--- config.mk ---
export PLATFORM = sky130hd
export DESIGN_NAME = bus_arbiter
export DESIGN_NICKNAME = d
export VERILOG_FILES = /design/src/rtl/bus_arbiter_pkg.sv /design/src/rtl/arb_picker.sv /design/src/rtl/bus_arbiter.sv
export SDC_FILE = /design/constraint.sdc
export NUM_CORES = 1
export LEC_CHECK = 0
export CAP_MARGIN = 0
export CORE_MARGIN = 4
export CORE_UTILIZATION = 29
export DETAILED_ROUTE_END_ITERATION = 8
export GPL_TIMING_DRIVEN = 0
export PLACE_DENSITY = 0.77
export RECOVER_POWER = 25
export SETUP_SLACK_MARGIN = 0.5
export SYNTH_ARGS = -nofsm -noshare
export SYNTH_HDL_FRONTEND = slang
export SYNTH_SLANG_ARGS = --single-unit
--- constraint.sdc ---
create_clock -name i_clk -period 1.6 [get_ports i_clk]
set_clock_uncertainty 0.15 [all_clocks]
set_input_delay 0.16 -clock i_clk [delete_from_list [all_inputs] [get_ports i_clk]]
set_output_delay 0.16 -clock i_clk [all_outputs]
set_load 0.02 [all_outputs]
--- src/rtl/bus_arbiter_pkg.sv ---
// Shared types and helpers for the N-master single-slave bus arbiter.
package bus_arbiter_pkg;

  typedef enum logic {IDLE = 1'b0, ACCESS = 1'b1} state_t;

  localparam int unsigned ARB_FIXED = 0;
  localparam int unsigned ARB_RR    = 1;

  // Index width for n items; never narrower than one bit.
  function automatic int unsigned idx_w(input int unsigned n);
    if (n <= 2) return 1;
    return $clog2(n);
  endfunction

endpackage

--- src/rtl/arb_picker.sv ---
// Combinational winner selection: fixed priority from index 0, or round-robin from ptr.
module arb_picker
  import bus_arbiter_pkg::*;
#(
  parameter int unsigned NUM_MASTERS = 3,
  parameter int unsigned IDX_W       = idx_w(NUM_MASTERS)
) (
  input  logic [NUM_MASTERS-1:0] req,
  input  logic [IDX_W-1:0]       ptr,
  input  logic                   rr_mode,
  output logic [NUM_MASTERS-1:0] winner,
  output logic [IDX_W-1:0]       winner_idx
);

  int unsigned      start;
  int unsigned      pos;
  logic [IDX_W-1:0] p;
  logic             hit;

  // Scan from the start index with wrap; the first set request wins.
  always_comb begin
    winner     = '0;
    winner_idx = '0;
    hit        = 1'b0;
    pos        = 0;
    p          = '0;
    start      = rr_mode ? 32'(ptr) : 32'd0;
    for (int unsigned i = 0; i < NUM_MASTERS; i++) begin
      pos = (start + i) % NUM_MASTERS;
      p   = IDX_W'(pos);
      if (!hit && req[p]) begin
        hit        = 1'b1;
        winner[p]  = 1'b1;
        winner_idx = p;
      end
    end
  end

endmodule

--- src/rtl/bus_arbiter.sv ---
// N-master to single-slave bus arbiter with registered grant, zero-latency
// ack/err return, abort on dropped request and a watchdog timeout.
module bus_arbiter
  import bus_arbiter_pkg::*;
#(
  parameter int unsigned NUM_MASTERS    = 3,
  parameter int unsigned ADDR_W         = 16,
  parameter int unsigned DATA_W         = 8,
  parameter int unsigned ARB_MODE       = 0,
  parameter int unsigned TIMEOUT_CYCLES = 255
) (
  input  logic                          i_clk,
  input  logic                          i_reset_n,
  input  logic [NUM_MASTERS-1:0]        i_m_cs,
  input  logic [NUM_MASTERS-1:0]        i_m_we,
  input  logic [NUM_MASTERS*ADDR_W-1:0] i_m_addr,
  input  logic [NUM_MASTERS*DATA_W-1:0] i_m_dat,
  output logic [NUM_MASTERS-1:0]        o_m_ack,
  output logic [NUM_MASTERS-1:0]        o_m_err,
  output logic [DATA_W-1:0]             o_m_dat,
  output logic [NUM_MASTERS-1:0]        o_grant,
  output logic [ADDR_W-1:0]             o_addr,
  output logic [DATA_W-1:0]             o_dat,
  output logic                          o_we,
  output logic                          o_cs,
  input  logic [DATA_W-1:0]             i_dat,
  input  logic                          i_ack
);

  localparam int unsigned IDX_W   = idx_w(NUM_MASTERS);
  localparam int unsigned CNT_W   = idx_w(TIMEOUT_CYCLES + 1);
  localparam int unsigned TO_LAST = (TIMEOUT_CYCLES == 0) ? 0 : TIMEOUT_CYCLES - 1;
  localparam logic        TO_EN   = (TIMEOUT_CYCLES != 0);
  localparam logic        RR_MODE = (ARB_MODE == ARB_RR);

  state_t                 state;
  logic [NUM_MASTERS-1:0] grant;
  logic [IDX_W-1:0]       gidx;
  logic [IDX_W-1:0]       rr_ptr;
  logic [CNT_W-1:0]       count;

  logic [NUM_MASTERS-1:0] pick;
  logic [IDX_W-1:0]       pick_idx;
  logic                   access;
  logic                   cs_g;
  logic                   timeout_hit;
  logic                   done;

  arb_picker #(
    .NUM_MASTERS(NUM_MASTERS),
    .IDX_W      (IDX_W)
  ) u_picker (
    .req       (i_m_cs),
    .ptr       (rr_ptr),
    .rr_mode   (RR_MODE),
    .winner    (pick),
    .winner_idx(pick_idx)
  );

  // Completion is decided by the registered owner, never by other requesters.
  assign access      = (state == ACCESS);
  assign cs_g        = access && i_m_cs[gidx];
  assign timeout_hit = TO_EN && cs_g && !i_ack && (count == CNT_W'(TO_LAST));
  assign done        = cs_g && (i_ack || timeout_hit);

  assign o_cs    = cs_g;
  assign o_grant = grant;
  assign o_m_ack = done ? grant : '0;
  assign o_m_err = timeout_hit ? grant : '0;
  assign o_m_dat = i_dat;
  assign o_addr  = access ? i_m_addr[gidx*ADDR_W +: ADDR_W] : '0;
  assign o_dat   = access ? i_m_dat[gidx*DATA_W +: DATA_W] : '0;
  assign o_we    = access && i_m_we[gidx];

  // Grant FSM, watchdog counter and round-robin pointer.
  always_ff @(posedge i_clk or negedge i_reset_n) begin
    if (!i_reset_n) begin
      state  <= IDLE;
      grant  <= '0;
      gidx   <= '0;
      rr_ptr <= '0;
      count  <= '0;
    end else begin
      case (state)
        IDLE: begin
          count <= '0;
          if (|i_m_cs) begin
            state <= ACCESS;
            grant <= pick;
            gidx  <= pick_idx;
          end
        end
        ACCESS: begin
          if (done) begin
            state  <= IDLE;
            grant  <= '0;
            count  <= '0;
            rr_ptr <= (gidx == IDX_W'(NUM_MASTERS - 1)) ? '0 : gidx + IDX_W'(1);
          end else if (!cs_g) begin
            state <= IDLE;
            grant <= '0;
            count <= '0;
          end else if (count != '1) begin
            count <= count + CNT_W'(1);
          end
        end
        default: state <= IDLE;
      endcase
    end
  end

endmodule

# --- After elaboration in Yosys (flattened, before gate mapping) ---
# Index checks and enable logic that the tools add are counted.
op_classes:
  addsub: 1
  n_lt_le_gt_ge: 1
  n_eq_ne: 5
  n_shift: 2
  muxes: 27
  bitwise: 1
  n_reduce_logical: 14
op_table:
  columns: ["op", "n"]
  rows:
  - ["48-bit by 7-bit indexed part select with 16-bit output", 1]
  - ["8-bit 2-to-1 mux", 4]
  - ["24-bit by 6-bit indexed part select with 8-bit output", 1]
  - ["3-bit 2-to-1 mux", 6]
  - ["16-bit 2-to-1 mux", 1]
  - ["8-bit case mux with 2 select lines", 1]
  - ["1-bit 2-to-1 mux", 9]
  - ["8-bit by 1-bit adder with 8-bit output, second input constant", 1]
  - ["8-bit == test, second input constant", 1]
  - ["8-bit inequality test, second input constant", 1]
  - ["1-bit logical AND", 7]
  - ["3-bit case mux with 2 select lines", 1]
  - ["1-bit binary-select mux with 2-bit select", 2]
  - ["2-bit 2-to-1 mux", 2]
  - ["4-bit by 2-bit inequality test with 1-bit output, second input constant", 1]
  - ["2-bit AND reduction", 2]
  - ["1-bit logical NOT", 3]
  - ["2-bit by 3-bit less-than comparator with 1-bit output, second input constant", 1]
  - ["3-bit by 2-bit inequality test with 1-bit output, second input constant", 1]
  - ["3-bit OR reduction", 1]
  - ["2-bit inequality test, second input constant", 1]
  - ["1-bit case mux with 2 select lines", 1]
  - ["1-bit logical OR", 1]
  - ["1-bit inverter", 1]
totals:
  regBits: 14
  output_inout_bits: 43

# --- Longest topological paths before layout ---
logic_depth:
  word_depth: 9
  depth_mapped: 7
  mapped_depth_nobuf: 6

# --- Hierarchy ---
# From an unflattened synthesis, not the netlist that was laid out.
unflattened:
  cells_unflattened: 250
  hier_area_um2: 1954.4
modules_own_cells:
  columns: ["mod", "instances", "cells_per_inst", "area_each_um2", "seq_area_each_um2"]
  rows:
  - ["bus_arbiter", 1, 207, 1662.8, 400.4]
  - ["arb_picker", 1, 43, 291.5, 0.0]

# --- Worst setup path before layout ---
# No wires, ideal clock.
synth_timing:
  path_kind: "flip-flop to output port"
  start: "register gidx[0]"
  end: "output o_addr[10]"
  arrival_ps: 1446
  t_required_ps: 1290
  path_slack_ps: -156
  stages_incl_launch_ff: 7
  cell_sequence: "dfrtp_1 clkbuf_1 nor2b_1 buf_2 buf_2 a21oi_1 nor2_1"
synth_via:
  elab_chain_len: 2
synth_lines:
  columns: ["element", "line_no", "source"]
  rows:
  - ["start, declared", "bus_arbiter.sv:38", "logic [IDX_W-1:0] gidx;"]
  - ["start signal, assigned", "bus_arbiter.sv:90", "gidx <= pick_idx;"]
  - ["48-bit by 7-bit indexed part select with 16-bit output", "bus_arbiter.sv:71", "assign o_addr = access ? i_m_addr[gidx*ADDR_W +: ADDR_W] : '0;"]
  - ["16-bit 2-to-1 mux", "bus_arbiter.sv:71", null]
  - ["end, declared", "bus_arbiter.sv:22", "output logic [ADDR_W-1:0] o_addr,"]
# No other way between the ends.

# --- Final worst setup path ---
layout_timing:
  start: "register gidx[1]"
  end: "output o_addr[8]"
# The elaborated chain is that of the path after synthesis.

==> flow_metrics.py <==
metrics = {
    "run_status": {
        "run_status": "finished, violations left",
        "violated_checks": "setup timing",
    },
    "drt": {
        "ant_nets": 0,
        "route.detailed.vias_per_inst": 5.10,
        "vias": 2176,
        "first_iter_violations": 64,
        "drt_drc_violations_left": 0,
        "routed_wire_length_per_instance_um": 19.9,
        "drt_pre_antenna_iters": 4,
        "routed_wirelength_um": 8510,
    },
    "sta": {
        "max-slew-margin-rel": 0.554,
        "setup_repair_after_global_routing_missed_its_margin": "yes",
        "finalWorstPathRequiredPeriod_ps": 2080,
        "worstMarginPinSlew_ps": 667,
        "fin_tns_setup_ps": -15630,
        "layout_setup_ws_ps": -476,
        "achievable-frequency_ghz": 0.482,
        "setup-violations-final": 44,
        "part_of_the_cycle_the_worst_path_needs": 1.30,
        "report.final.hold_viol_count": 0,
        "drv_slew": 0,
    },
    "worst_setup_path": {
        "rr_endpoint": "o_grant[0]",
        "path_max_fanout": 8,
        "worstPathRequired_ps": 1290,
        "setup.reg_to_reg.worst_slack_ps": -410,
        "critPathLaunchType": "flop",
        "critPathLaunch": "gidx[1]",
        "critical_path.endpoint": "o_addr[8]",
        "r2r_start": "gidx[0]",
        "timing.critical_path.to_type": "primary output",
        "worst-setup-path-type": "flop to primary output",
        "ff2ff_path_depth": 7,
        "critical_path_arrival_ps": 1770,
    },
    "cts": {
        "cts_tree": "yes",
        "cts_bufs_inserted": 3,
        "deepest_clock_path_buffer_count": 2,
        "cts.sink_count": 14,
        "clock_tree.htree_level_count": 1,
        "worst_setup_hold_path_clk_slew_ps": 60,
        "worstSkewPairLatency_ps": 250,
        "root_buffer": "sky130_fd_sc_hd__clkbuf_8",
    },
    "yosys": {
        "ys_seq_area_frac": 0.236,
        "async_flop_share": 1.00,
        "yosys_warnings": 0,
        "yosys.cell_count.top_type": "sky130_fd_sc_hd__nor2_1",
        "ys_types": 38,
        "synth_edf_count": 0,
        "area_contributors_post_synth": "sky130_fd_sc_hd__dfrtp_1 24%, sky130_fd_sc_hd__mux2i_1 18%, sky130_fd_sc_hd__nor2_1 15%",
        "postSynthNetCount": 294,
        "netlist_area_um2": 1490,
        "postSynthRegisterBits": 14,
        "syn_area_cell_um2": 7.32,
        "postSynth.topFlopCell": "sky130_fd_sc_hd__dfrtp_1",
        "synth.top_cell.area_share": 0.236,
        "ys_top_cells_by_count": "59 x sky130_fd_sc_hd__nor2_1, 30 x sky130_fd_sc_hd__a21oi_1, 26 x sky130_fd_sc_hd__mux2i_1",
        "synthesis.instances": 203,
        "post-synth-top-area-cell": "sky130_fd_sc_hd__dfrtp_1",
    },
    "place": {
        "dpl-instance-area_um2": 3410,
        "port_buffers": 123,
        "gp_congestion": 0.775,
        "preCtsSetupSlack_ps": -808,
        "hpwlAfterDp_um": 5080,
    },
    "die": {
        "die_h_um": 79.6,
        "floorplan.die_area_um2": 6330,
        "floorplan.initialDensity": 0.306,
        "fp.dieW_um": 79.6,
        "core_region_area_um2": 4850,
        "design.portCount": 132,
        "std_cell_rows": 25,
    },
    "global_route": {
        "grt_use_total": 0.225,
        "antenna_violations_before_repair": 0,
        "first_global_vias": 2176,
        "grt_start_max_net_pins": 15,
        "grt_first_pass_wirelength_um": 11200,
        "grt_overflow": 0,
    },
    "power_and_ir_drop": {
        "design_power_total_uw": 6550,
        "vdd.ir_drop.worst_v": 0.000764,
        "pwr_density_cell_nw_per_um2": 1600,
        "swShare": 0.457,
        "total_switching_power_uw": 2990,
        "clock_share_of_power": 0.053,
        "comb_power_share": 0.871,
        "pwr-share-seq": 0.076,
        "intPower_uw": 3560,
        "leakagePower_uw": 0.00162,
    },
    "layout": {
        "nFillCells": 255,
        "syn2layout_area_growth_pct": 175,
        "n_antenna_cell": 0,
        "layout.nets": 452,
        "finish.instance_area_um2": 4090,
        "post_route_cells_drive_above_1_share": 0.528,
    },
    "run": {
        "cap_viol_max_count": 0,
    },
    "worst_hold_path": {
        "worst_hold_path_type": "primary input to asynchronous set/reset pin",
    },
}
power groups by stage:
stage	clock network, uW	registers [uW]	logic (uW)
final	348	499	5710
after global routing	368	507	5920
after CTS	353	487	5230
after detailed placement	0	509	4140
after global placement	0	503	4090
after floorplan	0	507	2910
cell usage in the layout, fill, tap and decap left out, types with 5 or more instances in the layout:
cell type	n
sky130_fd_sc_hd__clkdlybuf4s50_1	79
sky130_fd_sc_hd__buf_6	40
sky130_fd_sc_hd__nor2_4	31
sky130_fd_sc_hd__a21oi_4	25
sky130_fd_sc_hd__mux2i_1	21
sky130_fd_sc_hd__buf_4	19
sky130_fd_sc_hd__nor2_1	16
sky130_fd_sc_hd__nor2_2	12
sky130_fd_sc_hd__dfrtp_1	12
sky130_fd_sc_hd__buf_12	9
sky130_fd_sc_hd__dlygate4sd2_1	9
sky130_fd_sc_hd__clkbuf_8	7
sky130_fd_sc_hd__clkbuf_4	6
sky130_fd_sc_hd__inv_1	5
sky130_fd_sc_hd__buf_16	5
repair_timing:
action / CTS / global route
gates cloned: 5 / 0
endpoints found under the setup margin: 57 / 49
pin swaps: 25 / 16
setup buffers: 17 / 8
hold buffers: 0 / 0
resized for setup: 250 / 36
hold endpoints to repair: 0 / 0
layer usage:
metal | global-route usage | vias to the layer above | routed length, um
met5 | 0 | - | 0
met4 | 0.0498 | 0 | 238
met3 | 0.0576 | 16 | 625
met2 | 0.417 | 99 | 4440
met1 | 0.255 | 1039 | 3210
li1 | - | 1022 | -
worst min-delay path by stage:
stage	start	to	slack, ps
after floorplan	i_reset_n	access	-290
after global placement	i_reset_n	count[3]	440
after detailed placement	i_reset_n	count[1]	440
after CTS	i_reset_n	count[3]	180
after global routing	i_reset_n	count[3]	210
final	i_reset_n	count[3]	170
flip-flops by register name, summed over array words and instances (netlist names):
name,cells
count,8
o_grant,3
gidx,2
access,1
final cells by class:
type | count | area, um2 | share of cell area
sequential | 14 | 353 | 0.0862
clock buffer | 4 | 55.1 | 0.0135
inverter | 6 | 22.5 | 0.00550
buffer | 22 | 289 | 0.0706
multi-input combinational | 161 | 1650 | 0.402
timing repair buffer | 153 | 1640 | 0.402
tap | 67 | 83.8 | 0.0205
cells by family (layout without fill, tap and decap cells):
logic type | count (synthesis) | after routing | share of synthesized area
buf+inv | 28 | 185 | 0.103
xor+xnor | 3 | 3 | 0.0177
simple gates | 85 | 85 | 0.276
compound gates | 45 | 45 | 0.175
flops | 14 | 14 | 0.236
fa+ha+maj | 2 | 2 | 0.0168
mux | 26 | 26 | 0.175
per-stage QoR:
stage | std cells | util | hold slack, ps
after floorplan | 203 | - | -286
after global placement | 393 | 0.704 | 436
after detailed placement | 393 | 0.704 | 439
after CTS | 419 | 0.809 | 177
after global routing | 427 | 0.844 | 213
final | 427 | 0.844 | 168
critical path, stage by stage (launching register included):
cell	delay [ps]
sky130_fd_sc_hd__dfrtp_1	410
sky130_fd_sc_hd__buf_12	170
sky130_fd_sc_hd__buf_12	110
sky130_fd_sc_hd__buf_16	110
sky130_fd_sc_hd__mux2i_1	290
sky130_fd_sc_hd__nor2_2	90
sky130_fd_sc_hd__a21oi_4	150
sky130_fd_sc_hd__nor2_4	40
sky130_fd_sc_hd__buf_6	130
Note: power is estimated with default switching activity, not from simulation.
